<file path="src/rtl/seg_fifo_scan.sv">
// seg_fifo_scan: pops 16-bit words from the upstream FIFO and time-multiplexes
// their four hex nibbles onto a 4-digit common-anode 7-segment display.
// Each word stays on screen for HOLD_FRAMES full scan frames; if the FIFO is
// still empty at that point the word keeps scanning until a word arrives.
module seg_fifo_scan #(
  parameter int SCAN_DIV    = 4,
  parameter int HOLD_FRAMES = 2
) (
  input  logic        CLK,
  input  logic        RST,
  input  logic        EN,
  input  logic [15:0] fifo_q,
  input  logic        fifo_empty,
  output logic        fifo_rdreq,
  output logic [6:0]  ss,
  output logic [4:1]  dig,
  output logic [7:0]  words
);

  localparam int DW = (SCAN_DIV > 1) ? $clog2(SCAN_DIV) : 1;
  localparam int FW = (HOLD_FRAMES > 1) ? $clog2(HOLD_FRAMES) : 1;
  localparam logic [DW-1:0] DIV_LAST  = DW'(SCAN_DIV - 1);
  localparam logic [FW-1:0] HOLD_LAST = FW'(HOLD_FRAMES - 1);
  localparam logic [6:0]    SEG_BLANK = 7'h7F;
  localparam logic [3:0]    DIG_OFF   = 4'hF;

  typedef enum logic [1:0] {
    ST_IDLE  = 2'd0,
    ST_REQ   = 2'd1,
    ST_LATCH = 2'd2,
    ST_SHOW  = 2'd3
  } state_t;

  // Active-low segment pattern {g,f,e,d,c,b,a} for one hex nibble.
  function automatic logic [6:0] hex_to_seg(input logic [3:0] nib);
    logic [6:0] seg;
    case (nib)
      4'h0:    seg = 7'h40;
      4'h1:    seg = 7'h79;
      4'h2:    seg = 7'h24;
      4'h3:    seg = 7'h30;
      4'h4:    seg = 7'h19;
      4'h5:    seg = 7'h12;
      4'h6:    seg = 7'h02;
      4'h7:    seg = 7'h78;
      4'h8:    seg = 7'h00;
      4'h9:    seg = 7'h10;
      4'hA:    seg = 7'h08;
      4'hB:    seg = 7'h03;
      4'hC:    seg = 7'h46;
      4'hD:    seg = 7'h21;
      4'hE:    seg = 7'h06;
      4'hF:    seg = 7'h0E;
      default: seg = SEG_BLANK;
    endcase
    return seg;
  endfunction

  // One-hot active-low digit enable; index 0 drives dig[1].
  function automatic logic [3:0] digit_sel(input logic [1:0] idx);
    logic [3:0] sel;
    case (idx)
      2'd0:    sel = 4'b1110;
      2'd1:    sel = 4'b1101;
      2'd2:    sel = 4'b1011;
      2'd3:    sel = 4'b0111;
      default: sel = DIG_OFF;
    endcase
    return sel;
  endfunction

  // Nibble of the held word shown on digit index idx.
  function automatic logic [3:0] nibble_of(input logic [15:0] word, input logic [1:0] idx);
    logic [3:0] nib;
    case (idx)
      2'd0:    nib = word[3:0];
      2'd1:    nib = word[7:4];
      2'd2:    nib = word[11:8];
      2'd3:    nib = word[15:12];
      default: nib = 4'h0;
    endcase
    return nib;
  endfunction

  state_t          state_r,  state_nxt_s;
  logic [DW-1:0]   div_r,    div_nxt_s;
  logic [1:0]      idx_r,    idx_nxt_s;
  logic [FW-1:0]   frame_r,  frame_nxt_s;
  logic [15:0]     word_r,   word_nxt_s;
  logic [6:0]      ss_r,     ss_nxt_s;
  logic [3:0]      dig_r,    dig_nxt_s;
  logic [7:0]      words_r,  words_nxt_s;
  logic            rdreq_r,  rdreq_nxt_s;
  logic [1:0]      idx_inc_s;
  logic            hold_done_s;

  assign idx_inc_s   = idx_r + 2'd1;
  // The frame counter saturates at HOLD_LAST, so equality means "enough frames".
  assign hold_done_s = (frame_r == HOLD_LAST);

  // Next state, scan counters and the display image for the coming cycle.
  always_comb begin
    state_nxt_s = state_r;
    div_nxt_s   = div_r;
    idx_nxt_s   = idx_r;
    frame_nxt_s = frame_r;
    word_nxt_s  = word_r;
    ss_nxt_s    = ss_r;
    dig_nxt_s   = dig_r;
    words_nxt_s = words_r;
    case (state_r)
      ST_IDLE: begin
        ss_nxt_s  = SEG_BLANK;
        dig_nxt_s = DIG_OFF;
        if (EN && !fifo_empty) begin
          state_nxt_s = ST_REQ;
        end else begin
          state_nxt_s = ST_IDLE;
        end
      end
      ST_REQ: begin
        // The pop is committed once the strobe is out, so EN is ignored here.
        state_nxt_s = ST_LATCH;
        words_nxt_s = words_r + 8'd1;
      end
      ST_LATCH: begin
        if (EN) begin
          state_nxt_s = ST_SHOW;
          word_nxt_s  = fifo_q;
          div_nxt_s   = {DW{1'b0}};
          idx_nxt_s   = 2'd0;
          frame_nxt_s = {FW{1'b0}};
          // Load the display now so the first SHOW cycle already shows dig[1].
          ss_nxt_s    = hex_to_seg(fifo_q[3:0]);
          dig_nxt_s   = digit_sel(2'd0);
        end else begin
          state_nxt_s = ST_LATCH;
        end
      end
      ST_SHOW: begin
        if (!EN) begin
          state_nxt_s = ST_SHOW;
        end else if (div_r != DIV_LAST) begin
          div_nxt_s = div_r + DW'(1);
        end else if (idx_r != 2'd3) begin
          div_nxt_s = {DW{1'b0}};
          idx_nxt_s = idx_inc_s;
          ss_nxt_s  = hex_to_seg(nibble_of(word_r, idx_inc_s));
          dig_nxt_s = digit_sel(idx_inc_s);
        end else if (hold_done_s && !fifo_empty) begin
          // Frame end with a word waiting: dig[4] stays lit through REQ/LATCH.
          div_nxt_s   = {DW{1'b0}};
          state_nxt_s = ST_REQ;
        end else begin
          div_nxt_s   = {DW{1'b0}};
          idx_nxt_s   = 2'd0;
          frame_nxt_s = hold_done_s ? HOLD_LAST : (frame_r + FW'(1));
          ss_nxt_s    = hex_to_seg(word_r[3:0]);
          dig_nxt_s   = digit_sel(2'd0);
        end
      end
      default: begin
        state_nxt_s = ST_IDLE;
        ss_nxt_s    = SEG_BLANK;
        dig_nxt_s   = DIG_OFF;
      end
    endcase
    rdreq_nxt_s = (state_nxt_s == ST_REQ);
  end

  // State, scan counters and registered display/FIFO outputs.
  always_ff @(posedge CLK or negedge RST) begin
    if (!RST) begin
      state_r <= ST_IDLE;
      div_r   <= {DW{1'b0}};
      idx_r   <= 2'd0;
      frame_r <= {FW{1'b0}};
      word_r  <= 16'h0000;
      ss_r    <= SEG_BLANK;
      dig_r   <= DIG_OFF;
      words_r <= 8'd0;
      rdreq_r <= 1'b0;
    end else begin
      state_r <= state_nxt_s;
      div_r   <= div_nxt_s;
      idx_r   <= idx_nxt_s;
      frame_r <= frame_nxt_s;
      word_r  <= word_nxt_s;
      ss_r    <= ss_nxt_s;
      dig_r   <= dig_nxt_s;
      words_r <= words_nxt_s;
      rdreq_r <= rdreq_nxt_s;
    end
  end

  assign fifo_rdreq = rdreq_r;
  assign ss         = ss_r;
  assign dig        = dig_r;
  assign words      = words_r;

endmodule

</file>
<file path="config.mk">
export PLATFORM = sky130hd
export DESIGN_NAME = seg_fifo_scan
export DESIGN_NICKNAME = d
export VERILOG_FILES = /design/src/rtl/seg_fifo_scan.sv
export SDC_FILE = /design/constraint.sdc
export NUM_CORES = 1
export LEC_CHECK = 0
export CAP_MARGIN = 15
export CORE_MARGIN = 3
export CORE_UTILIZATION = 35
export CTS_BUF_LIST = sky130_fd_sc_hd__clkbuf_8
export DETAILED_ROUTE_END_ITERATION = 6
export HOLD_SLACK_MARGIN = 0.15
export SLEW_MARGIN = 20
export SYNTH_ARGS = -nofsm -noshare
export SYNTH_HDL_FRONTEND = slang
export SYNTH_SLANG_ARGS = --single-unit
</file>
<file path="constraint.sdc">
create_clock -name CLK -period 6 [get_ports CLK]
set_input_delay 1.5 -clock CLK [delete_from_list [all_inputs] [get_ports CLK]]
set_output_delay 1.5 -clock CLK [all_outputs]
set_load 0.03 [all_outputs]
</file>
==> results of run 1 <==
[sequential cells by signal, indices dropped and copies added, names as in the netlist]
name / count
words: 8
state_r: 2
dig: 4
div_r: 2
ss: 7
fifo_rdreq: 1
idx_r: 2
word_r: 16
frame_r: 1
[kinds of logic after synthesis]
group | after synthesis
multiplexers | 34
AND/OR/NAND/NOR | 84
AO/OA/AOI/OAI | 68
buffers and inverters | 24
flip-flops | 43
adder cells (fa/ha/maj) | 31
XOR/XNOR | 7
[synth_stat cells, drive strengths merged, types with 4 or more instances]
library cell,count,area share
a31oi,6,0.013
a22oi,4,0.010
buf,5,0.0099
inv,11,0.014
a21oi,9,0.015
ha,31,0.13
xnor2,4,0.012
nand3,8,0.014
a222oi,4,0.014
nor2,17,0.022
nor2b,11,0.024
nand4,4,0.0086
clkbuf,8,0.010
mux2,20,0.077
a21o,6,0.015
dfstp,11,0.099
o21ai,15,0.026
nand2,29,0.037
dfrtp,32,0.27
mux2i,13,0.045
nor3,6,0.012
[worst max-delay path, delay by kind of cell]
kind,cells,cell delay [ns]
AOI/OAI and AO/OA,3,0.53
buffers and inverters,1,0.58
and+or+nand+nor,2,0.87
[cell type report]
| cell class | instances | area [um2] | area share |
|---|---|---|---|
| clock inverters | 3 | 16.3 | 0.00471 |
| well taps | 102 | 128 | 0.0370 |
| repair buffers | 39 | 385 | 0.112 |
| flip-flops and latches | 43 | 1090 | 0.316 |
| inverters | 11 | 41.3 | 0.0120 |
| multi-input cells | 224 | 1720 | 0.499 |
| clock buffers | 5 | 68.8 | 0.0199 |
[worst max-delay path by stage]
stage / end / cells past startpoint
2_1_floorplan: ss[3] / 7
4_1_cts: ss[3] / 8
3_3_place_gp: ss[3] / 8
6_report: ss[3] / 6
3_5_place_dp: ss[3] / 8
5_1_grt: ss[3] / 6
[layer usage]
layer / wire length [um] / vias to the layer above / share of wire
li1: - / 1120 / -
met4: 107 / 0 / 0.016
met3: 258 / 8 / 0.040
met5: 0 / - / 0
met2: 3070 / 57 / 0.47
met1: 3050 / 1104 / 0.47
[cells in the final DEF, fill, tap and decap left out, drive strengths merged, types with 4 or more instances in the layout]
cell	synthesis	final
a21o	6	6
a21oi	9	9
a222oi	4	4
a22oi	4	4
a31oi	6	6
clkbuf	8	5
clkdlybuf4s50	0	38
dfrtp	32	32
dfstp	11	11
ha	31	31
inv	11	12
mux2	20	20
mux2i	13	13
nand2	29	29
nand3	8	8
nand4	4	4
nor2	17	17
nor2b	11	11
nor3	6	6
o21ai	15	15
xnor2	4	4
[through the flow]
step / utilization / std cells
floorplan: - / 291
global placement: 0.427 / 419
detailed placement: 0.427 / 419
CTS: 0.438 / 427
global route: 0.438 / 427
finish: 0.438 / 427
[power groups by stage]
stage	clock network (mW)	logic [mW]	registers (mW)
floorplan	0	0.482	0.506
global placement	0	0.694	0.487
finish	0.181	0.699	0.484
CTS	0.189	0.701	0.484
global route	0.200	0.782	0.499
detailed placement	0	0.697	0.488
==> impl_metrics.py, run 1 <==
metrics = {
    "run_status": {
        "status": "complete, no violations",
    },
    "timing": {
        "maxSlewHeadroom": 0.360,
        "worst_pin_slew_ns": 0.960,
        "finalSetupViolCount": 0,
        "clock.fmax_mhz": 307,
        "rsz0062_at_grt": "false",
        "slew_violations": 0,
        "hold_viol": 0,
        "hold_ws_ns": 0.472,
        "setup_ws_ns": 2.74,
        "fin_crit_sh": 0.544,
        "tns_ns": 0,
        "finClkSkew_ns": 0.00646,
        "period_needed_ns": 3.26,
    },
    "logic_synthesis": {
        "synth_cell_types": 49,
        "synth-simple-area-share": 0.140,
        "synth-seq-area-share": 0.374,
        "synth_ff_type": "dfrtp_1",
        "synthXorXnorAreaFrac": 0.0210,
        "synthCells": 291,
        "synth.area.mux_share": 0.130,
        "synth_adder_area_share": 0.133,
        "synth-async-reset-ratio": 1.00,
        "synth_seq_cells": 43,
        "synth_compound_area_frac": 0.168,
        "synth_top_family_by_area": "compound AO/OA/AOI/OAI gates",
        "synth_nets": 342,
        "synth.cell_area_mm2": 0.00291,
        "synth_edf_count": 0,
        "yosysWarnings": 0,
        "avgSynthCellArea_um2": 10.0,
    },
    "critical_path": {
        "r2r_cells": 9,
        "critPathArrivalTime_ns": 3.48,
        "max_stage_delay_ns": 0.67,
        "cp_data_required_time_ns": 6.22,
        "cp-end-kind": "flip-flop",
        "reg2reg_to": "ss[3]",
        "reg2reg_from": "idx_r[0]",
        "start_kind": "primary input",
        "r2r_setup_slack_ns": 3.23,
        "cpMaxStageDelayCell": "nor3_2",
        "crit_start": "EN",
        "path_cells": "clkdlybuf4s50_1, nand2_1, nor3_2, o2111a_1, o22ai_1, o21ai_0",
        "critPathMaxFanout": 10,
        "crit_type": "primary input to flip-flop",
    },
    "global_route": {
        "grt_max_degree": 44,
        "antenna_found_initial": 0,
        "grt_use_total": 0.140,
        "grt_use_met3": 0.0266,
        "overflow": 0,
        "grt_pass1_vias": 2266,
        "grt_util_met1": 0.196,
        "grt-busiest-layer": "met2",
        "grt_pass1_wl_um": 11100,
        "use_met2": 0.219,
    },
    "routing": {
        "first_pass_iters": 6,
        "routed_wl_um": 6490,
        "drt_iter0_markers": 107,
        "drc": 0,
        "wl_per_cell_um": 15.2,
        "vias": 2289,
        "ant_nets": 0,
        "vias_per_cell": 5.36,
    },
    "placed_design": {
        "port_buffers": 39,
        "place_congestion": 0.785,
        "pre_cts_slack_ns": 2.43,
        "dp_hpwl_um": 4780,
        "placed_cell_area_mm2": 0.00337,
    },
    "layout": {
        "postLayoutCellArea_mm2": 0.00345,
        "drive_gt1_frac": 0.142,
        "fillers": 789,
        "n_antenna_cell": 0,
        "nets": 375,
        "syn_to_final_growth_pct": 18.5,
    },
    "power": {
        "combPwrFrac": 0.513,
        "total_power_mw": 1.36,
        "pwr-share-clk": 0.133,
        "p_per_area_mw_per_mm2": 395,
        "p_leak_nw": 1.49,
        "swShare": 0.432,
        "ir_worst_vdd_uv": 142,
        "p_seq_frac": 0.355,
        "p_switching_mw": 0.589,
        "p_int_mw": 0.775,
    },
    "clock_network": {
        "clk_pin_slew_ns": 0.09,
        "cts_buffers": 5,
        "clock_path_buffers": 2,
        "cts-resized-gates": 0,
        "clk_latency_ns": 0.29,
        "cts_root_buffer": "clkbuf_8",
        "hold_buffers": 0,
        "cts_sinks": 43,
        "post_cts_buffers": 0,
        "h-tree-depth": 2,
        "cts_tree": "yes",
    },
    "floorplanning": {
        "initial_core_util": 0.369,
        "rows": 32,
        "io_pins": 40,
        "die_w_um": 97.2,
        "die_y_um": 97.2,
        "fp.coreArea_mm2": 0.00789,
        "die_area_mm2": 0.00945,
    },
    "run": {
        "maxCapViolCount": 0,
    },
    "worst_hold_path": {
        "hold_path.class": "flip-flop to flip-flop",
        "worstHoldStart": "words[7]",
        "hold_depth": 1,
        "worstHoldEndpoint": "words[7]",
    },
}
Note: power is estimated with default switching activity, not from simulation.
==> run 2: changes to the inputs <==
clock period = 2.9 ns   (was 6 ns; I/O delays follow)
==> run 2 against run 1 <==
Against the previous run:
- register-to-register slack got worse by 2.9 ns
- critical path depth increased by 3
- hold slack got worse by 0.18 ns
- highest routed layer unchanged
- critical path type is now flip-flop to flip-flop
==> impl_metrics.py, run 2 (same netlist as run 1, synthesis figures left out) <==
metrics = {
    "run_status": {
        "status": "complete, no violations",
    },
    "timing": {
        "slew_violations": 0,
        "tns_ns": 0,
        "hold_viol": 0,
        "finClkSkew_ns": 0.00274,
        "maxSlewHeadroom": 0.559,
        "period_needed_ns": 2.59,
        "rsz0062_at_grt": "false",
        "worst_pin_slew_ns": 0.662,
        "setup_ws_ns": 0.311,
        "clock.fmax_mhz": 386,
        "fin_crit_sh": 0.893,
        "finalSetupViolCount": 0,
    },
    "critical_path": {
        "max_stage_delay_ns": 0.44,
        "cp_data_required_time_ns": 3.14,
        "critPathMaxFanout": 6,
        "reg2reg_from": "idx_r[1]",
        "start_kind": "flip-flop",
        "cpMaxStageDelayCell": "dfrtp_1",
        "r2r_cells": 9,
        "critPathArrivalTime_ns": 2.83,
        "path_cells": "inv_1, ha_1, a222oi_1, mux2i_1, inv_1, ha_1, mux2i_1, a221oi_1, o22a_1",
        "reg2reg_to": "ss[0]",
        "crit_type": "flip-flop to flip-flop",
        "r2r_setup_slack_ns": 0.31,
        "cp-end-kind": "flip-flop",
    },
    "layout": {
        "final_common_cell": "clkdlybuf4s50_1",
        "nets": 384,
        "largest_reg_flops": 16,
        "drive_gt1_frac": 0.162,
        "fillers": 764,
        "mostFrequentLayoutCells": "38 x clkdlybuf4s50_1, 32 x dfrtp_1, 31 x ha_1, 29 x nand2_1, 20 x mux2_2",
        "syn_to_final_growth_pct": 21.6,
        "postLayoutCellArea_mm2": 0.00354,
        "multiInputGateArea_mm2": 0.00172,
        "n_antenna_cell": 0,
        "top_register": "word_r",
        "seq_area_mm2": 0.00109,
    },
    "placed_design": {
        "pre_cts_slack_ns": 0.104,
        "placed_cell_area_mm2": 0.00343,
        "dp_hpwl_um": 5040,
        "port_buffers": 39,
        "place_congestion": 0.818,
    },
    "routing": {
        "drc": 0,
        "vias_per_cell": 5.37,
        "first_pass_iters": 4,
        "drt_iter0_markers": 160,
        "ant_nets": 0,
        "vias": 2343,
        "wl_per_cell_um": 15.6,
        "routed_wl_um": 6790,
    },
    "clock_network": {
        "h-tree-depth": 2,
        "cts_root_buffer": "clkbuf_8",
        "clock_path_buffers": 2,
        "cts_tree": "yes",
        "hold_buffers": 0,
        "post_cts_buffers": 0,
        "cts_sinks": 43,
        "cts-resized-gates": 0,
        "clk_latency_ns": 0.29,
        "cts_buffers": 5,
        "clk_pin_slew_ns": 0.08,
    },
    "worst_hold_path": {
        "hold_path.class": "primary input to asynchronous set/reset pin",
    },
    "global_route": {
        "grt_use_total": 0.147,
        "grt_pass1_vias": 2352,
        "grt_max_degree": 32,
        "overflow": 0,
        "antenna_found_initial": 0,
        "grt_pass1_wl_um": 11500,
    },
    "floorplanning": {
        "io_pins": 40,
        "die_area_mm2": 0.00945,
        "die_y_um": 97.2,
        "rows": 32,
        "fp.coreArea_mm2": 0.00789,
        "die_w_um": 97.2,
        "initial_core_util": 0.369,
    },
    "power": {
        "p_per_area_mw_per_mm2": 831,
        "p_leak_nw": 1.55,
        "ir_worst_vdd_uv": 406,
    },
    "run": {
        "maxCapViolCount": 0,
    },
}
==> run 2: cell types whose count changed in the layout (fill, tap and decap cells not counted), sizes merged <==
| cell | previous run | this run |
|---|---|---|
| inv | 12 | 13 |
| buf | 1 | 10 |
| clkinv | 1 | 0 |
| clkinvlp | 1 | 0 |
| bufinv | 0 | 1 |
==> run 2: power breakdown <==
group | total (mW) | internal [mW] | switching [mW]
Sequential | 0.980 | 0.817 | 0.163
Combinational | 1.51 | 0.647 | 0.859
Clock | 0.457 | 0.251 | 0.206
==> run 2: area by class of cell <==
cell class / instances / area share
Multi-Input combinational cell: 224 / 0.487
Sequential cell: 43 / 0.308
Timing Repair Buffer: 48 / 0.128
Tap cell: 102 / 0.0360
Clock buffer: 5 / 0.0194
Inverter: 11 / 0.0117
Clock inverter: 3 / 0.0106
==> run 2: metrics by stage <==
stage          power, mW  std cells  utilization  hold WS, ns
2_1_floorplan       2.04        291            -        0.429
3_3_place_gp        2.47        428        0.435        0.460
3_5_place_dp        2.48        428        0.435        0.468
4_1_cts             2.96        436        0.449        0.303
5_1_grt             3.18        436        0.449        0.310
6_report            2.94        436        0.449        0.296
==> run 2: how the worst max path moves through the flow <==
stage / from / endpoint / slack [ns]
2_1_floorplan: idx_r[0] / ss[2] / 0.65
3_3_place_gp: fifo_q[1] / ss[3] / 0.17
3_5_place_dp: fifo_q[0] / ss[3] / 0.10
4_1_cts: idx_r[0] / ss[0] / 0.29
5_1_grt: idx_r[0] / ss[0] / 0.09
6_report: idx_r[1] / ss[0] / 0.31
==> run 2: critical path: cells and delay by family, from the launching register on <==
kind	cells	cell delay, ns
adders and majority gates	2	0.58
AOI/OAI and AO/OA	3	0.94
buffers and inverters	2	0.31
muxes	2	0.26
DFF	1	0.44
==> run 2: metal layers <==
metal	routed length (um)	global-route usage
met3	324	0.0287
met1	3120	0.192
met2	3220	0.244
met5	0	0
met4	123	0.0458
==> run 3: changes to the inputs <==
ABC_AREA = 1   (was default)
==> run 3 against run 2 <==
Against the previous run:
- largest cell class unchanged
- sequential share of layout area grew 0.55 points
- power grew 24%
- clock power grew 11%
- core utilization shrank 0.57 points
- sequential power grew 6%
==> impl_metrics.py, run 3 <==
metrics = {
    "run_status": {
        "status": "complete, no violations",
    },
    "power": {
        "combPwrFrac": 0.574,
        "p_per_area_mw_per_mm2": 1050,
        "p_int_mw": 1.90,
        "ir_worst_vdd_uv": 461,
        "p_leak_nw": 1.76,
        "p_switching_mw": 1.74,
        "pwr-share-clk": 0.140,
        "p_seq_frac": 0.286,
        "swShare": 0.477,
        "total_power_mw": 3.64,
    },
    "critical_path": {
        "critPathArrivalTime_ns": 1.52,
        "critPathMaxFanout": 2,
        "start_kind": "flip-flop",
        "crit_start": "ss[3]",
        "r2r_cells": 14,
        "reg2reg_to": "ss[1]",
        "r2r_setup_slack_ns": 0.68,
        "cpMaxStageDelayCell": "clkdlybuf4s50_1",
        "crit_family": "buffers and inverters",
        "crit_buf_inv": 1,
        "crit_type": "flip-flop to primary output",
        "cp-end-kind": "primary output",
        "path_cells": "clkdlybuf4s50_1",
        "cp_data_required_time_ns": 2.17,
        "reg2reg_from": "idx_r[0]",
        "max_stage_delay_ns": 0.67,
    },
    "worst_hold_path": {
        "worstHoldStart": "ss[4]",
        "hold_path.class": "flip-flop to flip-flop",
        "worstHoldEndpoint": "ss[4]",
        "hold_depth": 2,
    },
    "global_route": {
        "grt_pass1_vias": 2489,
        "grt_max_degree": 42,
        "grt_use_total": 0.152,
        "overflow": 0,
        "grt_pass1_wl_um": 11200,
        "antenna_found_initial": 0,
    },
    "layout": {
        "mostFrequentLayoutCells": "138 x nand2_1, 38 x clkdlybuf4s50_1, 32 x inv_1, 32 x dfrtp_1, 31 x ha_1",
        "top_register": "word_r",
        "largest_reg_flops": 16,
        "final_common_cell": "nand2_1",
        "drive_gt1_frac": 0.0857,
        "syn_to_final_growth_pct": 21.7,
        "n_antenna_cell": 0,
        "nets": 470,
    },
    "floorplanning": {
        "rows": 32,
        "die_area_mm2": 0.00929,
        "fp.coreArea_mm2": 0.00785,
        "initial_core_util": 0.364,
        "io_pins": 40,
        "die_w_um": 96.4,
        "die_y_um": 96.4,
    },
    "timing": {
        "rsz0062_at_grt": "false",
        "tns_ns": 0,
        "clock.fmax_mhz": 446,
        "maxSlewHeadroom": 0.376,
        "hold_ws_ns": 0.468,
        "finalSetupViolCount": 0,
        "period_needed_ns": 2.24,
        "hold_viol": 0,
        "slew_violations": 0,
        "fin_crit_sh": 0.774,
        "worst_pin_slew_ns": 0.935,
        "finClkSkew_ns": 0.00911,
    },
    "logic_synthesis": {
        "synth-async-reset-ratio": 1.00,
        "yosys.area.top_type_share": 0.280,
        "synthTopCellsByArea": "dfrtp_1 28%, nand2_1 18%, ha_1 14%",
        "synth_nets": 428,
        "yosysMostFrequentCell": "nand2_1",
        "synth_top_cell_by_area": "dfrtp_1",
        "synth_edf_count": 0,
        "synth_seq_cells": 43,
        "yosysWarnings": 0,
        "synthCells": 377,
        "avgSynthCellArea_um2": 7.58,
        "netlist_top_cells_count": "138 x nand2_1, 32 x dfrtp_1, 32 x inv_1",
        "synth_cell_types": 39,
        "synth-seq-area-share": 0.381,
        "synth.cell_area_mm2": 0.00286,
        "synth_ff_type": "dfrtp_1",
    },
    "routing": {
        "first_pass_iters": 4,
        "routed_wl_um": 6460,
        "wl_per_cell_um": 12.4,
        "drt_iter0_markers": 150,
        "ant_nets": 0,
        "drc": 0,
        "vias": 2528,
        "vias_per_cell": 4.84,
    },
    "clock_network": {
        "clock_path_buffers": 2,
        "hold_buffers": 0,
        "clk_latency_ns": 0.30,
        "cts_buffers": 5,
        "cts-resized-gates": 0,
        "h-tree-depth": 2,
        "post_cts_buffers": 0,
        "cts_root_buffer": "clkbuf_8",
        "cts_sinks": 43,
        "clk_pin_slew_ns": 0.09,
        "cts_tree": "yes",
    },
    "run": {
        "maxCapViolCount": 0,
    },
    "placed_design": {
        "dp_hpwl_um": 4890,
        "port_buffers": 39,
        "place_congestion": 0.824,
    },
}
run 3: routing by layer:
layer	global-route usage	wire length, um	vias up
met5	0	0	-
met3	0.0240	311	4
met1	0.209	3150	1176
met2	0.252	2960	57
met4	0.0315	46	0
li1	-	-	1291
run 3: worst max-delay path by stage:
stage | endpoint | slack (ns) | cells after the start
floorplan | ss[1] | 0.87 | 13
global placement | ss[3] | 0.57 | 10
detailed placement | ss[3] | 0.53 | 10
CTS | ss[3] | 0.64 | 1
global route | ss[4] | 0.42 | 13
finish | ss[3] | 0.66 | 1
run 3: layout make-up:
class	instances	area [um2]
Clock buffer	6	82.6
Clock inverter	2	38.8
Fill cell	843	4370
Inverter	35	131
Multi-Input combinational cell	291	1590
Sequential cell	43	1090
Tap cell	102	128
Timing Repair Buffer	43	415
run 3: cells by family (layout without fill, tap and decap cells):
group,after synthesis,in the layout,share of synthesized area
AO/OA/AOI/OAI,60,60,0.125
XOR/XNOR,7,7,0.0214
adder cells (fa/ha/maj),31,31,0.136
buffers and inverters,43,86,0.0617
flip-flops,43,43,0.381
multiplexers,1,1,0.00394
AND/OR/NAND/NOR,192,192,0.271
run 3: power by group through the flow:
stage / sequential, mW / combinational (mW) / clock (mW)
6_report: 1.04 / 2.09 / 0.508
2_1_floorplan: 1.15 / 1.41 / 0
3_3_place_gp: 1.05 / 2.07 / 0
5_1_grt: 1.08 / 2.41 / 0.544
4_1_cts: 1.04 / 2.10 / 0.522
3_5_place_dp: 1.05 / 2.09 / 0
run 3: metrics by stage:
stage / instances / cell area (um2) / setup slack (ns) / utilization
CTS: 522 / 3480 / 0.644 / 0.443
global placement: 514 / 3360 / 0.566 / 0.428
floorplan: 377 / 2860 / 0.868 / -
finish: 522 / 3480 / 0.655 / 0.443
detailed placement: 514 / 3360 / 0.526 / 0.428
global route: 522 / 3480 / 0.425 / 0.443
